File: config.mk
export PLATFORM = sky130hd
export DESIGN_NAME = module_alu_seq
export DESIGN_NICKNAME = d
export VERILOG_FILES = /design/src/rtl/alu_pkg.sv /design/src/rtl/alu_comb_core.sv /design/src/rtl/module_alu_seq.sv
export SDC_FILE = /design/constraint.sdc
export NUM_CORES = 1
export LEC_CHECK = 0
export BUFFER_PORTS_ARGS = -buffer_cell sky130_fd_sc_hd__buf_2
export CORE_MARGIN = 3
export CORE_UTILIZATION = 45
export DETAILED_ROUTE_END_ITERATION = 16
export SLEW_MARGIN = 20
export SYNTH_ARGS = -nofsm -noshare
export SYNTH_HDL_FRONTEND = slang
export SYNTH_SLANG_ARGS = --single-unit
File: constraint.sdc
create_clock -name clk -period 3.66 [get_ports clk]
set_input_delay 0 -clock clk [delete_from_list [all_inputs] [get_ports clk]]
set_output_delay 0 -clock clk [all_outputs]
set_load 0.01 [all_outputs]
File: src/rtl/alu_pkg.sv
// Shared types for the sequential ALU: opcodes, FSM states, flag bit
// positions and small helpers used by both the combinational core and the
// iterative top level.
package alu_pkg;

   typedef enum logic [3:0] {
      OP_AND = 4'h0,
      OP_OR  = 4'h1,
      OP_ADD = 4'h2,
      OP_INC = 4'h3,
      OP_DEC = 4'h4,
      OP_NOT = 4'h5,
      OP_SUB = 4'h6,
      OP_XOR = 4'h7,
      OP_SHL = 4'h8,
      OP_SHR = 4'h9,
      OP_MUL = 4'hA,
      OP_ROL = 4'hB
   } alu_op_t;

   typedef enum logic [1:0] {
      ST_IDLE = 2'd0,
      ST_EXEC = 2'd1,
      ST_DONE = 2'd2
   } alu_state_t;

   // Bit positions inside ALUFlags = {Negativo, Overflow, Carry, Cero}
   localparam int FLAG_Z = 0;
   localparam int FLAG_C = 1;
   localparam int FLAG_V = 2;
   localparam int FLAG_N = 3;

   // Opcodes that run through the multi-cycle EXEC state
   function automatic logic is_iter_op(input logic [3:0] op);
      return (op == OP_SHL) || (op == OP_SHR) || (op == OP_MUL) || (op == OP_ROL);
   endfunction

   // Assemble the 4-bit flag vector from its individual bits
   function automatic logic [3:0] pack_flags(input logic neg, input logic ovf,
                                             input logic cy, input logic zero);
      logic [3:0] f;
      f         = 4'b0000;
      f[FLAG_N] = neg;
      f[FLAG_V] = ovf;
      f[FLAG_C] = cy;
      f[FLAG_Z] = zero;
      return f;
   endfunction

endpackage

File: src/rtl/alu_comb_core.sv
// Single-cycle ALU operations (opcodes 0-7) and their flags. Any other
// opcode yields result 0 with only Cero set, which is exactly the
// illegal-opcode response; the top ignores this output for iterative ops.
module alu_comb_core
   import alu_pkg::*;
#(
   parameter int N = 8
) (
   input  logic [N-1:0] a_i,
   input  logic [N-1:0] b_i,
   input  logic         flag_i,
   input  logic [3:0]   op_i,
   output logic [N-1:0] result_o,
   output logic [3:0]   flags_o
);

   localparam logic [N-1:0] ZERO_N  = {N{1'b0}};
   localparam logic [N-1:0] ONE_N   = {{(N-1){1'b0}}, 1'b1};
   localparam logic [N-1:0] MAX_POS = {1'b0, {(N-1){1'b1}}};
   localparam logic [N-1:0] MIN_NEG = {1'b1, {(N-1){1'b0}}};

   logic [N:0]   sum_s;
   logic [N:0]   diff_s;
   logic [N-1:0] sel_s;
   logic [N-1:0] res_s;
   logic         cy_s;
   logic         ovf_s;

   // Opcode decode: result, carry/borrow and signed overflow
   always_comb begin
      sum_s  = {1'b0, a_i} + {1'b0, b_i} + {{N{1'b0}}, flag_i};
      diff_s = {1'b0, a_i} - {1'b0, b_i} - {{N{1'b0}}, flag_i};
      if (flag_i) begin
         sel_s = b_i;
      end else begin
         sel_s = a_i;
      end
      res_s = ZERO_N;
      cy_s  = 1'b0;
      ovf_s = 1'b0;
      case (op_i)
         OP_AND: res_s = a_i & b_i;
         OP_OR:  res_s = a_i | b_i;
         OP_XOR: res_s = a_i ^ b_i;
         OP_NOT: res_s = ~sel_s;
         OP_ADD: begin
            res_s = sum_s[N-1:0];
            cy_s  = sum_s[N];
            ovf_s = (a_i[N-1] == b_i[N-1]) && (res_s[N-1] != a_i[N-1]);
         end
         OP_SUB: begin
            // Bit N of the widened difference is the borrow
            res_s = diff_s[N-1:0];
            cy_s  = diff_s[N];
            ovf_s = (a_i[N-1] != b_i[N-1]) && (res_s[N-1] != a_i[N-1]);
         end
         OP_INC: begin
            res_s = sel_s + ONE_N;
            cy_s  = (sel_s == {N{1'b1}});
            ovf_s = (sel_s == MAX_POS);
         end
         OP_DEC: begin
            res_s = sel_s - ONE_N;
            cy_s  = (sel_s == ZERO_N);
            ovf_s = (sel_s == MIN_NEG);
         end
         default: begin
            res_s = ZERO_N;
            cy_s  = 1'b0;
            ovf_s = 1'b0;
         end
      endcase
      result_o = res_s;
      flags_o  = pack_flags(res_s[N-1], ovf_s, cy_s, res_s == ZERO_N);
   end

endmodule

File: src/rtl/module_alu_seq.sv
// Sequential ALU: single-cycle ops come from alu_comb_core; shifts, rotate
// and the shift-and-add multiplier iterate one step per cycle in EXEC.
// Visible results only update when the FSM enters DONE.
module module_alu_seq
   import alu_pkg::*;
#(
   parameter int N     = 8,
   parameter int CNT_W = $clog2(N + 1)
) (
   input  logic         clk,
   input  logic         rst,
   input  logic         start,
   input  logic [N-1:0] ALUA,
   input  logic [N-1:0] ALUB,
   input  logic         ALUFlagIn,
   input  logic [3:0]   ALUControl,
   output logic         busy,
   output logic         done,
   output logic [N-1:0] ALUResult,
   output logic [N-1:0] ALUResultHi,
   output logic [3:0]   ALUFlags
);

   localparam logic [N-1:0]     ZERO_N  = {N{1'b0}};
   localparam logic [N-1:0]     N_VEC   = N'(N);
   localparam logic [CNT_W-1:0] CNT_0   = {CNT_W{1'b0}};
   localparam logic [CNT_W-1:0] CNT_1   = {{(CNT_W-1){1'b0}}, 1'b1};
   localparam logic [CNT_W-1:0] CNT_N   = CNT_W'(N);

   alu_state_t       state_q, state_d;
   logic [3:0]       op_q;
   logic             fill_q;
   logic [CNT_W-1:0] cnt_q;
   logic [N-1:0]     work_lo_q;
   logic [N-1:0]     work_hi_q;
   logic [N-1:0]     mcand_q;
   logic             carry_q;
   logic [N-1:0]     result_q;
   logic [N-1:0]     result_hi_q;
   logic [3:0]       flags_q;

   logic [N-1:0]     core_res_s;
   logic [3:0]       core_flags_s;
   logic [CNT_W-1:0] k_s;
   logic [N:0]       mul_sum_s;
   logic [N-1:0]     step_lo_s;
   logic [N-1:0]     step_hi_s;
   logic             step_c_s;
   logic [N-1:0]     iter_res_s;
   logic [N-1:0]     iter_hi_s;
   logic [3:0]       iter_flags_s;

   alu_comb_core #(.N(N)) u_core (
      .a_i      (ALUA),
      .b_i      (ALUB),
      .flag_i   (ALUFlagIn),
      .op_i     (ALUControl),
      .result_o (core_res_s),
      .flags_o  (core_flags_s)
   );

   // Iteration count for the requested op: shifts saturate at N, rotate wraps
   always_comb begin
      k_s = CNT_0;
      case (ALUControl)
         OP_SHL, OP_SHR: begin
            if (ALUB >= N_VEC) begin
               k_s = CNT_N;
            end else begin
               k_s = CNT_W'(ALUB);
            end
         end
         OP_ROL:  k_s = CNT_W'(ALUB % N_VEC);
         OP_MUL:  k_s = CNT_N;
         default: k_s = CNT_0;
      endcase
   end

   // FSM state register
   always_ff @(posedge clk) begin
      if (rst) begin
         state_q <= ST_IDLE;
      end else begin
         state_q <= state_d;
      end
   end

   // FSM next-state logic
   always_comb begin
      state_d = state_q;
      case (state_q)
         ST_IDLE: begin
            if (start) begin
               if (is_iter_op(ALUControl) && (k_s != CNT_0)) begin
                  state_d = ST_EXEC;
               end else begin
                  state_d = ST_DONE;
               end
            end else begin
               state_d = ST_IDLE;
            end
         end
         ST_EXEC: begin
            if (cnt_q == CNT_1) begin
               state_d = ST_DONE;
            end else begin
               state_d = ST_EXEC;
            end
         end
         ST_DONE: state_d = ST_IDLE;
         default: state_d = ST_IDLE;
      endcase
   end

   // FSM outputs: busy covers EXEC and DONE, done pulses for the one DONE cycle
   always_comb begin
      busy = 1'b0;
      done = 1'b0;
      case (state_q)
         ST_EXEC: busy = 1'b1;
         ST_DONE: begin
            busy = 1'b1;
            done = 1'b1;
         end
         default: begin
            busy = 1'b0;
            done = 1'b0;
         end
      endcase
   end

   // One iteration step of the captured shift/rotate/multiply
   always_comb begin
      mul_sum_s = {(N+1){1'b0}};
      step_lo_s = work_lo_q;
      step_hi_s = work_hi_q;
      step_c_s  = carry_q;
      case (op_q)
         OP_SHL: {step_c_s, step_lo_s} = {work_lo_q, fill_q};
         OP_SHR: {step_lo_s, step_c_s} = {fill_q, work_lo_q};
         OP_ROL: begin
            step_lo_s = {work_lo_q[N-2:0], work_lo_q[N-1]};
            step_c_s  = work_lo_q[N-1];
         end
         OP_MUL: begin
            // Add multiplicand when the multiplier LSB is set, then shift {hi,lo} right
            if (work_lo_q[0]) begin
               mul_sum_s = {1'b0, work_hi_q} + {1'b0, mcand_q};
            end else begin
               mul_sum_s = {1'b0, work_hi_q};
            end
            step_hi_s = mul_sum_s[N:1];
            step_lo_s = {mul_sum_s[0], work_lo_q[N-1:1]};
            step_c_s  = 1'b0;
         end
         default: begin
            step_lo_s = work_lo_q;
            step_hi_s = work_hi_q;
            step_c_s  = carry_q;
         end
      endcase
   end

   // Final-step results and flags for iterative ops
   always_comb begin
      if (op_q == OP_MUL) begin
         iter_res_s   = step_lo_s;
         iter_hi_s    = step_hi_s;
         iter_flags_s = pack_flags(step_hi_s[N-1], 1'b0, 1'b0,
                                   {step_hi_s, step_lo_s} == {(2*N){1'b0}});
      end else begin
         iter_res_s   = step_lo_s;
         iter_hi_s    = ZERO_N;
         iter_flags_s = pack_flags(step_lo_s[N-1], 1'b0, step_c_s, step_lo_s == ZERO_N);
      end
   end

   // Operand capture, iteration datapath and output registers
   always_ff @(posedge clk) begin
      if (rst) begin
         op_q        <= 4'h0;
         fill_q      <= 1'b0;
         cnt_q       <= CNT_0;
         work_lo_q   <= ZERO_N;
         work_hi_q   <= ZERO_N;
         mcand_q     <= ZERO_N;
         carry_q     <= 1'b0;
         result_q    <= ZERO_N;
         result_hi_q <= ZERO_N;
         flags_q     <= 4'b0000;
      end else begin
         case (state_q)
            ST_IDLE: begin
               if (start) begin
                  op_q      <= ALUControl;
                  fill_q    <= ALUFlagIn;
                  cnt_q     <= k_s;
                  mcand_q   <= ALUA;
                  carry_q   <= 1'b0;
                  work_hi_q <= ZERO_N;
                  if (ALUControl == OP_MUL) begin
                     work_lo_q <= ALUB;
                  end else begin
                     work_lo_q <= ALUA;
                  end
                  if (!is_iter_op(ALUControl)) begin
                     result_q    <= core_res_s;
                     result_hi_q <= ZERO_N;
                     flags_q     <= core_flags_s;
                  end else if (k_s == CNT_0) begin
                     // Zero-length shift/rotate passes A through with no carry
                     result_q    <= ALUA;
                     result_hi_q <= ZERO_N;
                     flags_q     <= pack_flags(ALUA[N-1], 1'b0, 1'b0, ALUA == ZERO_N);
                  end
               end
            end
            ST_EXEC: begin
               work_lo_q <= step_lo_s;
               work_hi_q <= step_hi_s;
               carry_q   <= step_c_s;
               cnt_q     <= cnt_q - CNT_1;
               if (cnt_q == CNT_1) begin
                  result_q    <= iter_res_s;
                  result_hi_q <= iter_hi_s;
                  flags_q     <= iter_flags_s;
               end
            end
            default: begin
            end
         endcase
      end
   end

   assign ALUResult   = result_q;
   assign ALUResultHi = result_hi_q;
   assign ALUFlags    = flags_q;

endmodule

== Word level (Yosys, flattened, before mapping) ==
Cells that the tools add are included.
Word-level totals
  word-level logic and storage cells: 116
  input bits: 24
  output and inout bits: 22
  register bits after elaboration: 56
Cells by class
  reduce and logical (&&, ||, !) cells: 22
  muxes and demuxes: 42
  $lt $le $gt $ge: 1
  eq/ne operators: 28
  bitwise logic cells: 4
  add/subtract/negate cells: 8
Operators with widths (count)
  $mux 8: 14
  $pmux 8 s2: 4
  $pmux 8 s8: 1
  $eq 4x4->1 const B: 8
  $logic_not 8->1: 4
  $pmux 8 s4: 1
  $mux 4: 7
  $add 8x8->9: 2
  $eq 4x3->1 const B: 4
  $eq 8x8->1 const B: 2
  $logic_not 16->1: 1
  $pmux 4 s2: 2
  $pmux 4 s3: 1
  $add 9x1->9: 1
  $mux 9: 1
  $sub 8x8->9: 1
  $sub 9x1->9: 1
  $add 8x1->8 const B: 1
  $and 8x8->8: 1
  $eq 4x1->1 const B: 2
  $eq 4x2->1 const B: 2
  $eq 8x7->1 const B: 1
  $ge 8x4->1 const B: 1
  $logic_not 4->1: 2
  other kinds (25): 40

== Logic depth before layout (Yosys ltp) ==
Gate-level depths: netlist of run 1.
  depth in word-level cells: 8
  depth in mapped cells: 12
  depth with buffers taken out: 12

== Cells and area by module ==
Synthesis of run 1 repeated with hierarchy kept, for this count alone.
Unflattened totals
  cell total of the unflattened synthesis: 731
  area total of the unflattened synthesis: 5439.0 µm²
Modules (own cells, without submodules)
  module_alu_seq: cells each 451, area each 3428.3 µm², instances 1, sequential area each 1121.1 µm²
  alu_comb_core: cells each 280, area each 2010.7 µm², instances 1, sequential area each 0.0 µm²

== Worst setup path before layout of run 1 ==
No wires, ideal clock.
  kind: input port to flip-flop
  from: in ALUControl[1]
  to: reg flags_q[3], in the netlist ALUFlags[3]
  data arrival time: 2.432 ns
  slack: 1.097 ns
  path buffers: 1
  cell stages on the path: 11
  data required time: 3.529 ns
  setup time: 0.131 ns
  path through: buf_6 nor4b_4 ha_1 o21ai_0 a21oi_1 a32o_1 or4_1 nor4_2 a21oi_1 a211oi_2 nor3_1
On the way
  longest elaborated chain between the ends: 7
  elaborated cells between the ends (all ways): 24
  those cells by class: eq/ne: 12; mux: 5; reduce/logical: 7
RTL lines
  start: declaration: line module_alu_seq.sv:16  | input logic [3:0] ALUControl,
  parallel branches: the longest is 7 deep, another holds $eq 4x4->1
  end signal: assignment: line module_alu_seq.sv:209  | flags_q <= core_flags_s;
  end signal: assignment: line module_alu_seq.sv:214  | flags_q <= pack_flags(ALUA[N-1], 1'b0, 1'b0, ALUA == ZERO_N);
  end signal: assignment: line module_alu_seq.sv:226  | flags_q <= iter_flags_s;
  end: declaration: line module_alu_seq.sv:40  | logic [3:0] flags_q;
Several ways; the timed one is not identified. The select of a mux whose other input is x is not followed.
A chain may end at the register's enable or synchronous reset.

== Final worst setup path of run 1 ==
  from: in ALUControl[0]
  to: reg flags_q[3], in the netlist ALUFlags[3]
The elaborated chain is that of the path after synthesis.

==> results.md, run 1 <==
* Initial antenna violation count at 1
* Synth Area in Simple Gates at 24.3%
* DR vias at 5686
* Detailed-route vias per instance at 6.27
* First-pass GRT wire length at 28600 um
* Fin. max-slew vios at 0
* Overall routing resource usage at 27.1%
* Ys async rst share at 0%
* RSZ-0062 raised after global routing: no
* P&R area growth vs syn at 8.89%
* GR Util met3 at 6.27%
* Post-Syn Nets at 822
* Final Worst Setup Slack at 774 ps
* Post_cts resized at 0
* Crit Path Category: input port to register
* Row count at 39
* Outcome: finished, final reports clean
* Yosys warning count at 0
* Number of diodes at 0
* Post-Route Setup TNS at 0 ps
* Max VDD drop at 246 uV
* Crit-path max FO at 24
* Worst slew margin at 40.9%
* Syn Inst Count at 743
* # IOs at 46
* GR peak layer: met2
* Detail Route Antenna Nets at 0
* Worst-Margin Slew at 883 ps
* Hold Crit Start: ALUA[6]
* Layout cell share with drive strength beyond 1 at 10.3%
* Non-Filler Instances at 907
* Tmin final at 2890 ps
* Critical path startpoint: ALUControl[0]
* Final nets at 842
* Yosys cell types at 68
* Xor and xnor area share after synthesis at 3.40%
* Mean Syn Cell Area at 7.27 um2
* Fin. Hold Viols at 0
* GRT overflow at 0
* Seq/Total Area, Yosys at 20.7%
* Avg WL per Cell at 19.8 um
* Die Y-Extent at 116 um
* Clock tree sinks at 56
* Area of the multi-input gates at 3900 um2
* Drt first-iter violations at 536
* CP required at 3840 ps
* Power Density at 317 nW/um2
* Hold Buf Count CTS at 0
* R2r startpoint: work_hi_q[0]
* Fin crit share at 78.9%
* Crit path DAT at 3060 ps
* Core Footprint at 11600 um2
* Layout fillers at 1153
* Post-Synth Adder-Cell Area at 13.6%
* Main synth FF type: dfxtp_1
* DP Worst Slack at 480 ps
* HP Class: input port to register
* Main area contributors after synthesis: dfxtp_1 (21%), ha_1 (11%), a21oi_1 (7.1%)
* Synth area leader: dfxtp_1
* DIE AREA at 13400 um2
* Setup bufs post-CTS at 0
* Residual DRC at 0
* Hpwl dp at 13800 um
* Vias in the first global route at 5305
* Worst-path clk slew at 80 ps
* CTS Buf Count at 5
* Area fraction in compound gates after synthesis at 26.7%
* F_max at 346 MHz
* Met1 GRT Util at 38.7%
* Die Width at 116 um
* Met2 usage at 41.9%
* Post-synthesis mux area share at 4.17%
* Post-Place Cells at 899
* CTS Root Cell: clkbuf_16
* Pin count of the biggest net entering global routing at 36
* Drt first pass iters at 5
* H-tree depth at 2
* PortBufs at 45
* CP Capture Type: register
* Clk buf depth at 2
* Final GP Congestion at 0.921
* Total Wirelength at 18000 um
* Flip-flop and latch area at 1120 um2
* TritonCTS clock tree: done
* Area fraction of the dominant cell type after synthesis at 20.7%
* Synth Cell Area at 5410 um2
* Starting Density at 46.7%
* EDFF count, synth at 0
* Setup Skew at 7.06 ps
* Crit path launch type: input port
* Static Leak at 2.43 nW
* # setup viols final at 0
* Maxcap violations at 0
* Synth Register Bits at 56
* Worst-skew pair later-pin latency at 300 ps
* Largest family of logic cells by synthesized area: compound AO/OA/AOI/OAI gates
-- power by group --
part / switching (W) / leakage (nW) / internal, W
sequential: 0.0000297 / 0.457 / 0.000641
combinational: 0.000410 / 1.90 / 0.000229
clock: 0.000234 / 0.0798 / 0.000322
-- critical path: stages --
cell      delay (ps)
buf_2            240
nor4b_4          730
ha_1             400
o21ai_0          180
a21oi_1           80
a32o_1           260
or4_1            410
nor4_2           310
a21oi_1          170
a211oi_2         210
nor3_1            70
-- cells by family (layout without fill, tap and decap cells) --
| kind of cell | count (synthesis) | count (layout) |
|---|---|---|
| multiplexers | 22 | 22 |
| XOR/XNOR | 21 | 21 |
| AND/OR/NAND/NOR | 270 | 270 |
| flip-flops | 56 | 56 |
| buffers and inverters | 94 | 115 |
| adder cells (fa/ha/maj) | 55 | 55 |
| AO/OA/AOI/OAI | 225 | 225 |
-- final cells by class --
type,count,area share (%)
multi-input combinational,593,66.3
sequential,56,19.0
timing repair buffer,61,5.87
tap,143,3.04
inverter,46,2.93
clock buffer,5,2.13
clock inverter,3,0.723
-- layout by cell type (no fill, tap or decap), types with 9 or more instances in the layout --
cell type	netlist	final
dfxtp_1	56	56
xnor2_1	10	10
a31oi_1	11	11
nand4_1	9	9
a21oi_1	77	77
ha_1	49	49
xor2_1	11	11
o21ai_0	36	36
nand3_1	12	12
nor4_1	11	11
nor3_1	26	26
nand2_1	82	82
o211ai_1	14	14
mux2i_1	20	20
a22oi_1	14	14
inv_1	46	46
nand2b_1	10	10
buf_2	11	45
nor2_1	76	75
a211oi_1	14	14
buf_4	1	16
-- layer usage --
| layer | part of all wire (%) | up-vias |
|---|---|---|
| met5 | 0.072 | - |
| met4 | 1.5 | 2 |
| met3 | 7.8 | 25 |
| met2 | 44 | 217 |
| met1 | 47 | 2712 |
| li1 | - | 2730 |
-- per-stage QoR --
stage | area, um2 | util, % | total power [W] | hold WS [ps]
3_3_place_gp | 5720 | 49.4 | 0.00130 | 320
5_1_grt | 5890 | 50.9 | 0.00196 | 43.5
3_5_place_dp | 5720 | 49.4 | 0.00131 | 331
2_1_floorplan | 5410 | - | 0.00111 | 136
4_1_cts | 5890 | 50.9 | 0.00186 | 12.0
6_report | 5890 | 50.9 | 0.00187 | 10.8
-- registers in the layout (all words and copies together), names as in the netlist --
| signal | cells |
|---|---|
| work_lo_q | 8 |
| carry_q | 1 |
| op_q | 4 |
| mcand_q | 8 |
| work_hi_q | 8 |
| ALUFlags | 4 |
| fill_q | 1 |
| ALUResultHi | 8 |
| cnt_q | 4 |
| ALUResult | 8 |
| state_q | 2 |
-- synthesized netlist by cell type, types with 5 or more instances --
master    instances
o21ai_0          36
nor3b_1           5
xor2_1           11
dfxtp_1          56
nand2b_1         10
a211oi_1         14
a22oi_1          14
a21o_1            6
nand4_1           9
nand2_1          82
nand3_1          12
xnor2_1          10
nor3_1           26
inv_1            46
mux2i_1          20
buf_2            11
buf_1             5
and3_1            5
clkbuf_1         28
fa_1              6
a21oi_1          77
a31oi_1          11
o211ai_1         14
nor2b_1           6
nor4_1           11
a32oi_1           5
nor2_1           76
ha_1             49
-- worst paths after layout --
kind               endpoint  slack, ps  cells past startpoint
max reg2reg     ALUFlags[0]        940                     10
min              mcand_q[6]         10                      3
min reg2reg  ALUResultHi[2]        460                      2
max             ALUFlags[3]        770                     11
No activity file was read; power rests on OpenSTA's default activity.
==> run 2: changes to the inputs <==
Clock period 3.66 ns to 2.9 ns, I/O delays scaled along.
==> run 2 against run 1 <==
Cell count is 3.7% higher; wire length increased by 6.1%; largest cell class unchanged; highest routed layer is now met4; clock power up 14%; clock-buffer cell count up 2; largest power group is now combinational logic; global-route usage rose by 2.1 points; combinational power grew 33%.
==> results.md, run 2 (synthesized netlist as in run 1, its figures left out) <==
* Drt first-iter violations at 606 (+13%)
* Setup bufs post-CTS at 0 (unchanged)
* Fin crit share at 93.3%
* Initial antenna violation count at 0 (-1)
* GRT overflow at 0 (unchanged)
* Static Leak at 2.59 nW (+6.5%)
* RSZ-0062 raised after global routing: no
* Detailed-route vias per instance at 6.25 (-0.31%)
* Slowest CP cell: fa_1
* Final GP Congestion at 1.05 (+14%)
* DR vias at 5881 (+3.4%)
* Critical path startpoint: work_hi_q[0]
* Crit path DAT at 2910 ps (-150 ps)
* Worst Path Buf+Inv at 0 (-1)
* Worst path depth at 10 (-1)
* R2r startpoint: work_hi_q[0]
* Reg2reg setup slack at 190 ps (-750 ps)
* Core Footprint at 11600 um2 (unchanged)
* Maxcap violations at 0 (unchanged)
* Max stage delay on crit path at 420 ps (-310 ps)
* Overall routing resource usage at 29.1% (+2.1 points)
* P&R area growth vs syn at 13.3%
* CP Capture Type: register
* Worst-skew pair later-pin latency at 300 ps (about the same)
* HP Class: input port to register
* Clk buf depth at 2 (unchanged)
* Fin. max-slew vios at 0 (unchanged)
* Setup Skew at 10.6 ps (+3.51 ps)
* End point of the critical path: ALUFlags[0]
* Total Wirelength at 19100 um (+6.1%)
* Residual DRC at 0 (unchanged)
* Crit path launch type: register
* Number of diodes at 0 (unchanged)
* Pin count of the biggest net entering global routing at 45 (+25%)
* CP required at 3100 ps (-740 ps)
* CTS Root Cell: clkbuf_16
* Worst slew margin at 43.3% (+2.4 points)
* F_max at 369 MHz
* Outcome: finished, final reports clean
* Tot Pwr at 0.00233 W (+25%)
* # setup viols final at 0 (unchanged)
* Die Width at 116 um (unchanged)
* TritonCTS clock tree: done
* Worst-path clk slew at 80 ps (about the same)
* PortBufs at 45 (unchanged)
* Clock tree sinks at 56 (unchanged)
* Drt first pass iters at 5 (unchanged)
* # IOs at 46 (unchanged)
* Max VDD drop at 308 uV (+25%)
* Detail Route Antenna Nets at 0 (unchanged)
* Hold Buf Count CTS at 0 (unchanged)
* Worst-Margin Slew at 851 ps (-32.4 ps)
* Tmin final at 2710 ps
* CTS Buf Count at 5 (unchanged)
* Most common cell after layout, fill and taps aside: nand2_1
* Register-to-Register Path Depth at 10 (unchanged)
* Die Y-Extent at 116 um (unchanged)
* Crit Path Category: register to register
* H-tree depth at 2 (unchanged)
* CP Cell Sequence: ha_1 -> fa_1 -> a211o_1 -> a211oi_1 -> nor3_1 -> o311ai_1 -> o21a_1 -> nor2_1 -> a32oi_1 -> nand2_1
* Starting Density at 46.7% (unchanged)
* Layout cell share with drive strength beyond 1 at 14.0% (+3.7 points)
* Most frequent cells in the layout: nand2_1 (82), a21oi_1 (77), nor2_1 (75), dfxtp_1 (56), buf_4 (50)
* Hpwl dp at 14600 um (+6.5%)
* Crit-path max FO at 4 (-83%)
* Power Density at 381 nW/um2 (+20%)
* DIE AREA at 13400 um2 (unchanged)
* Vias in the first global route at 5643 (+6.4%)
* Row count at 39 (unchanged)
* Fin. Hold Viols at 0 (unchanged)
* First-pass GRT wire length at 30600 um (+6.8%)
* Post-Route Setup TNS at 0 ps (unchanged)
* Final nets at 876 (+4.0%)
* CP top delay family: compound AO/OA/AOI/OAI gates
* Post_cts resized at 0 (unchanged)
* Avg WL per Cell at 20.3 um (+2.2%)
* R2r endpoint: ALUFlags[0]
-- run 2: changes by cell type in the layout (fill, tap and decap cells not counted), sizes merged --
cell and delta:
buf +34, clkinv -1, clkbuf +2, bufinv -1
-- run 2: report_power, final --
part	switching [W]	internal (W)
logic	0.000530	0.000323
registers	0.0000367	0.000809
clock network	0.000287	0.000345
-- run 2: worst min-delay path by stage --
stage	cells past startpoint	to	from	slack, ps
CTS	4	mcand_q[4]	ALUA[4]	110
floorplan	2	mcand_q[0]	ALUA[0]	140
detailed placement	1	ALUResultHi[6]	ALUResultHi[6]	420
global placement	1	ALUResult[3]	ALUResult[3]	420
global route	4	mcand_q[4]	ALUA[4]	140
finish	4	mcand_q[6]	ALUA[6]	110
-- run 2: metrics by stage --
step	setup WS, ps	hold WS [ps]	utilization [%]	cell area [um2]	instances
after floorplan	337	136	-	5410	743
after global placement	92.4	417	51.6	5970	933
after detailed placement	71.8	417	51.6	5970	933
after CTS	224	107	52.9	6120	941
after global routing	12.8	138	52.9	6120	941
final	193	110	52.9	6120	941
-- run 2: cell type report --
class	count	area [um2]
tap	143	179
sequential	56	1120
fill	1161	5440
multi-input combinational	593	3900
inverter	46	173
timing repair buffer	95	601
clock inverter	1	7.51
clock buffer	7	143
-- run 2: metal layers --
metal	share of wire [%]	up-vias	GRT usage, %
li1	-	2798	-
met3	9.6	40	5.69
met4	2.2	0	7.12
met1	46	2755	42.7
met2	42	288	43.9
met5	0	-	0
-- run 2: tightest hold or removal path: stages --
cell and delay, ps:
buf_2 100, buf_4 160, nand2_1 60, a21oi_1 50
==> run 3: changes to the inputs <==
Settings changed: CORE_UTILIZATION 45 to 55, PLACE_DENSITY from default to 0.74.
==> run 3 against run 2 <==
Die area fell by 17%; first-iteration DRC count fell by 5.1%; wire length fell by 7.4%; core utilization rose by 11 points; cell area fell by 1.8%; sequential share of layout area rose by 0.33 points; clock skew barely moved; worst hold slack got worse by 98 ps; critical path depth did not move.
==> results.md, run 3 (synthesized netlist as in run 1, its figures left out) <==
* Outcome: finished, final reports clean
* Crit-path max FO at 4 (unchanged)
* CTS Buf Count at 5 (unchanged)
* Static Leak at 2.54 nW (-1.8%)
* Layout fillers at 898 (-23%)
* GRT overflow at 0 (unchanged)
* Reg2reg setup slack at 220 ps (+20 ps)
* Most frequent CP cell: nor3_1
* Worst Path Buf+Inv at 0 (unchanged)
* Tmin final at 2680 ps (-24.3 ps)
* Vias in the first global route at 5560 (-1.5%)
* Detail Route Antenna Nets at 0 (unchanged)
* Register-to-Register Path Depth at 10 (unchanged)
* Drt first pass iters at 6 (+1)
* Max stage delay on crit path at 410 ps (about the same)
* Worst-path clk slew at 110 ps (+30 ps)
* CTS Root Cell: clkbuf_8
* Hold Buf Count CTS at 0 (unchanged)
* Power Density at 367 nW/um2 (-3.7%)
* Total Wirelength at 17700 um (-7.4%)
* Max VDD drop at 302 uV (-1.8%)
* Maxcap violations at 0 (unchanged)
* End point of the critical path: ALUFlags[3]
* Die Y-Extent at 105 um (-9.0%)
* H-tree depth at 2 (unchanged)
* R2r startpoint: work_hi_q[0]
* Most common cell after layout, fill and taps aside: nand2_1
* Crit path DAT at 2860 ps (-50 ps)
* Crit Path Category: register to register
* Core Util, Final at 63.9% (+11 points)
* DIE AREA at 11100 um2 (-17%)
* Crit path launch type: register
* TritonCTS clock tree: done
* Clock tree sinks at 56 (unchanged)
* Avg WL per Cell at 19.2 um (-5.4%)
* Critical path startpoint: work_hi_q[0]
* Placed cell areas at 5910 um2 (-1.1%)
* Layout cell share with drive strength beyond 1 at 13.3% (-0.78 points)
* Post-route design area at 6020 um2 (-1.8%)
* Starting Density at 57.4% (+11 points)
* Fin crit share at 92.5% (-0.84 points)
* PortBufs at 45 (unchanged)
* Min Hold Slack at 11.9 ps (-97.6 ps)
* Worst slew margin at 53.1% (+9.9 points)
* CP top delay family: compound AO/OA/AOI/OAI gates
* Final nets at 870 (-0.68%)
* DR vias at 5923 (+0.71%)
* Row count at 35 (-10%)
* Worst-Margin Slew at 701 ps (-149 ps)
* R2r endpoint: ALUFlags[3]
* CP required at 3080 ps (-20 ps)
* RSZ-0062 raised after global routing: no
* Setup Skew at 10.4 ps (-0.177 ps)
* Fin. max-slew vios at 0 (unchanged)
* CP Cell Sequence: ha_1 -> fa_1 -> a211o_1 -> a211oi_1 -> nor3_1 -> o31a_1 -> nand2_1 -> o21ai_0 -> a211oi_2 -> nor3_1
* Most frequent cells in the layout: nand2_1 (82), a21oi_1 (77), nor2_1 (76), dfxtp_1 (56), ha_1 (49)
* Drt first-iter violations at 575 (-5.1%)
* # setup viols final at 0 (unchanged)
* Detailed-route vias per instance at 6.43 (+2.9%)
* Core Footprint at 9420 um2 (-19%)
* Number of diodes at 0 (unchanged)
* HP Class: input port to register
* P&R area growth vs syn at 11.3%
* Slowest CP cell: fa_1
* Post-Route Setup TNS at 0 ps (unchanged)
* Fin. Hold Viols at 0 (unchanged)
* Hpwl dp at 13800 um (-5.5%)
* Initial antenna violation count at 0 (unchanged)
* Setup bufs post-CTS at 0 (unchanged)
* Die Width at 105 um (-9.0%)
* Residual DRC at 0 (unchanged)
* Post_cts resized at 0 (unchanged)
* Worst path depth at 10 (unchanged)
* Pin count of the biggest net entering global routing at 38 (-16%)
* First-pass GRT wire length at 28900 um (-5.5%)
* F_max at 373 MHz (+0.90%)
* Final GP Congestion at 1.05 (-0.54%)
* Worst-skew pair later-pin latency at 310 ps (about the same)
* CP Capture Type: register
* Clk buf depth at 2 (unchanged)
* Overall routing resource usage at 32.1% (+2.9 points)
* # IOs at 46 (unchanged)
-- run 3: changes by cell type in the layout (fill, tap and decap cells not counted) --
| cell | change |
|---|---|
| clkinv_2 | +1 |
| buf_4 | -6 |
| clkinvlp_4 | -1 |
| clkbuf_8 | +4 |
| nor2_2 | -1 |
| nor2_1 | +1 |
| clkbuf_16 | -5 |
| bufinv_16 | +1 |
-- run 3: per-stage QoR --
step	setup slack (ps)	instances	power (W)
after floorplan	337	743	0.00141
after global placement	16.9	913	0.00166
after detailed placement	-17.8	913	0.00168
after CTS	239	921	0.00218
after global routing	56.3	921	0.00232
final	217	921	0.00221
-- run 3: where the power goes --
part           total (W)  internal (W)  switching [W]
Combinational   0.000841      0.000320       0.000522
Sequential      0.000848      0.000809      0.0000385
Clock           0.000517      0.000257       0.000259
Total            0.00221       0.00139       0.000820
-- run 3: worst min path at each step --
stage | cells after the start | start | slack [ps] | to
2_1_floorplan | 2 | ALUA[0] | 140 | mcand_q[0]
3_3_place_gp | 3 | ALUA[2] | 340 | mcand_q[2]
3_5_place_dp | 3 | ALUA[2] | 350 | mcand_q[2]
4_1_cts | 3 | ALUA[2] | 20 | mcand_q[2]
5_1_grt | 3 | ALUA[2] | 20 | mcand_q[2]
6_report | 3 | ALUA[2] | 10 | mcand_q[2]
-- run 3: area by class of cell --
class,count,area [um2],share of cell area (%)
Clock buffer,6,72.6,1.21
Clock inverter,2,35.0,0.582
Inverter,46,173,2.87
Multi-Input combinational cell,593,3900,64.8
Sequential cell,56,1120,18.6
Tap cell,129,161,2.68
Timing Repair Buffer,89,556,9.23
-- run 3: layer usage --
layer | global-route usage (%) | vias up | share of wire [%]
met3 | 6.36 | 32 | 11
met5 | 0 | - | 0
met2 | 47.4 | 331 | 42
met1 | 47.9 | 2775 | 46
met4 | 6.94 | 0 | 2.2
li1 | - | 2785 | -
-- run 3: worst reg2reg max path, stage by stage, from the launching register on --
cell and delay (ps):
dfxtp_1 350, ha_1 230, fa_1 410, a211o_1 300
a211oi_1 300, nor3_1 130, o31a_1 330, nand2_1 90
o21ai_0 120, a211oi_2 240, nor3_1 70
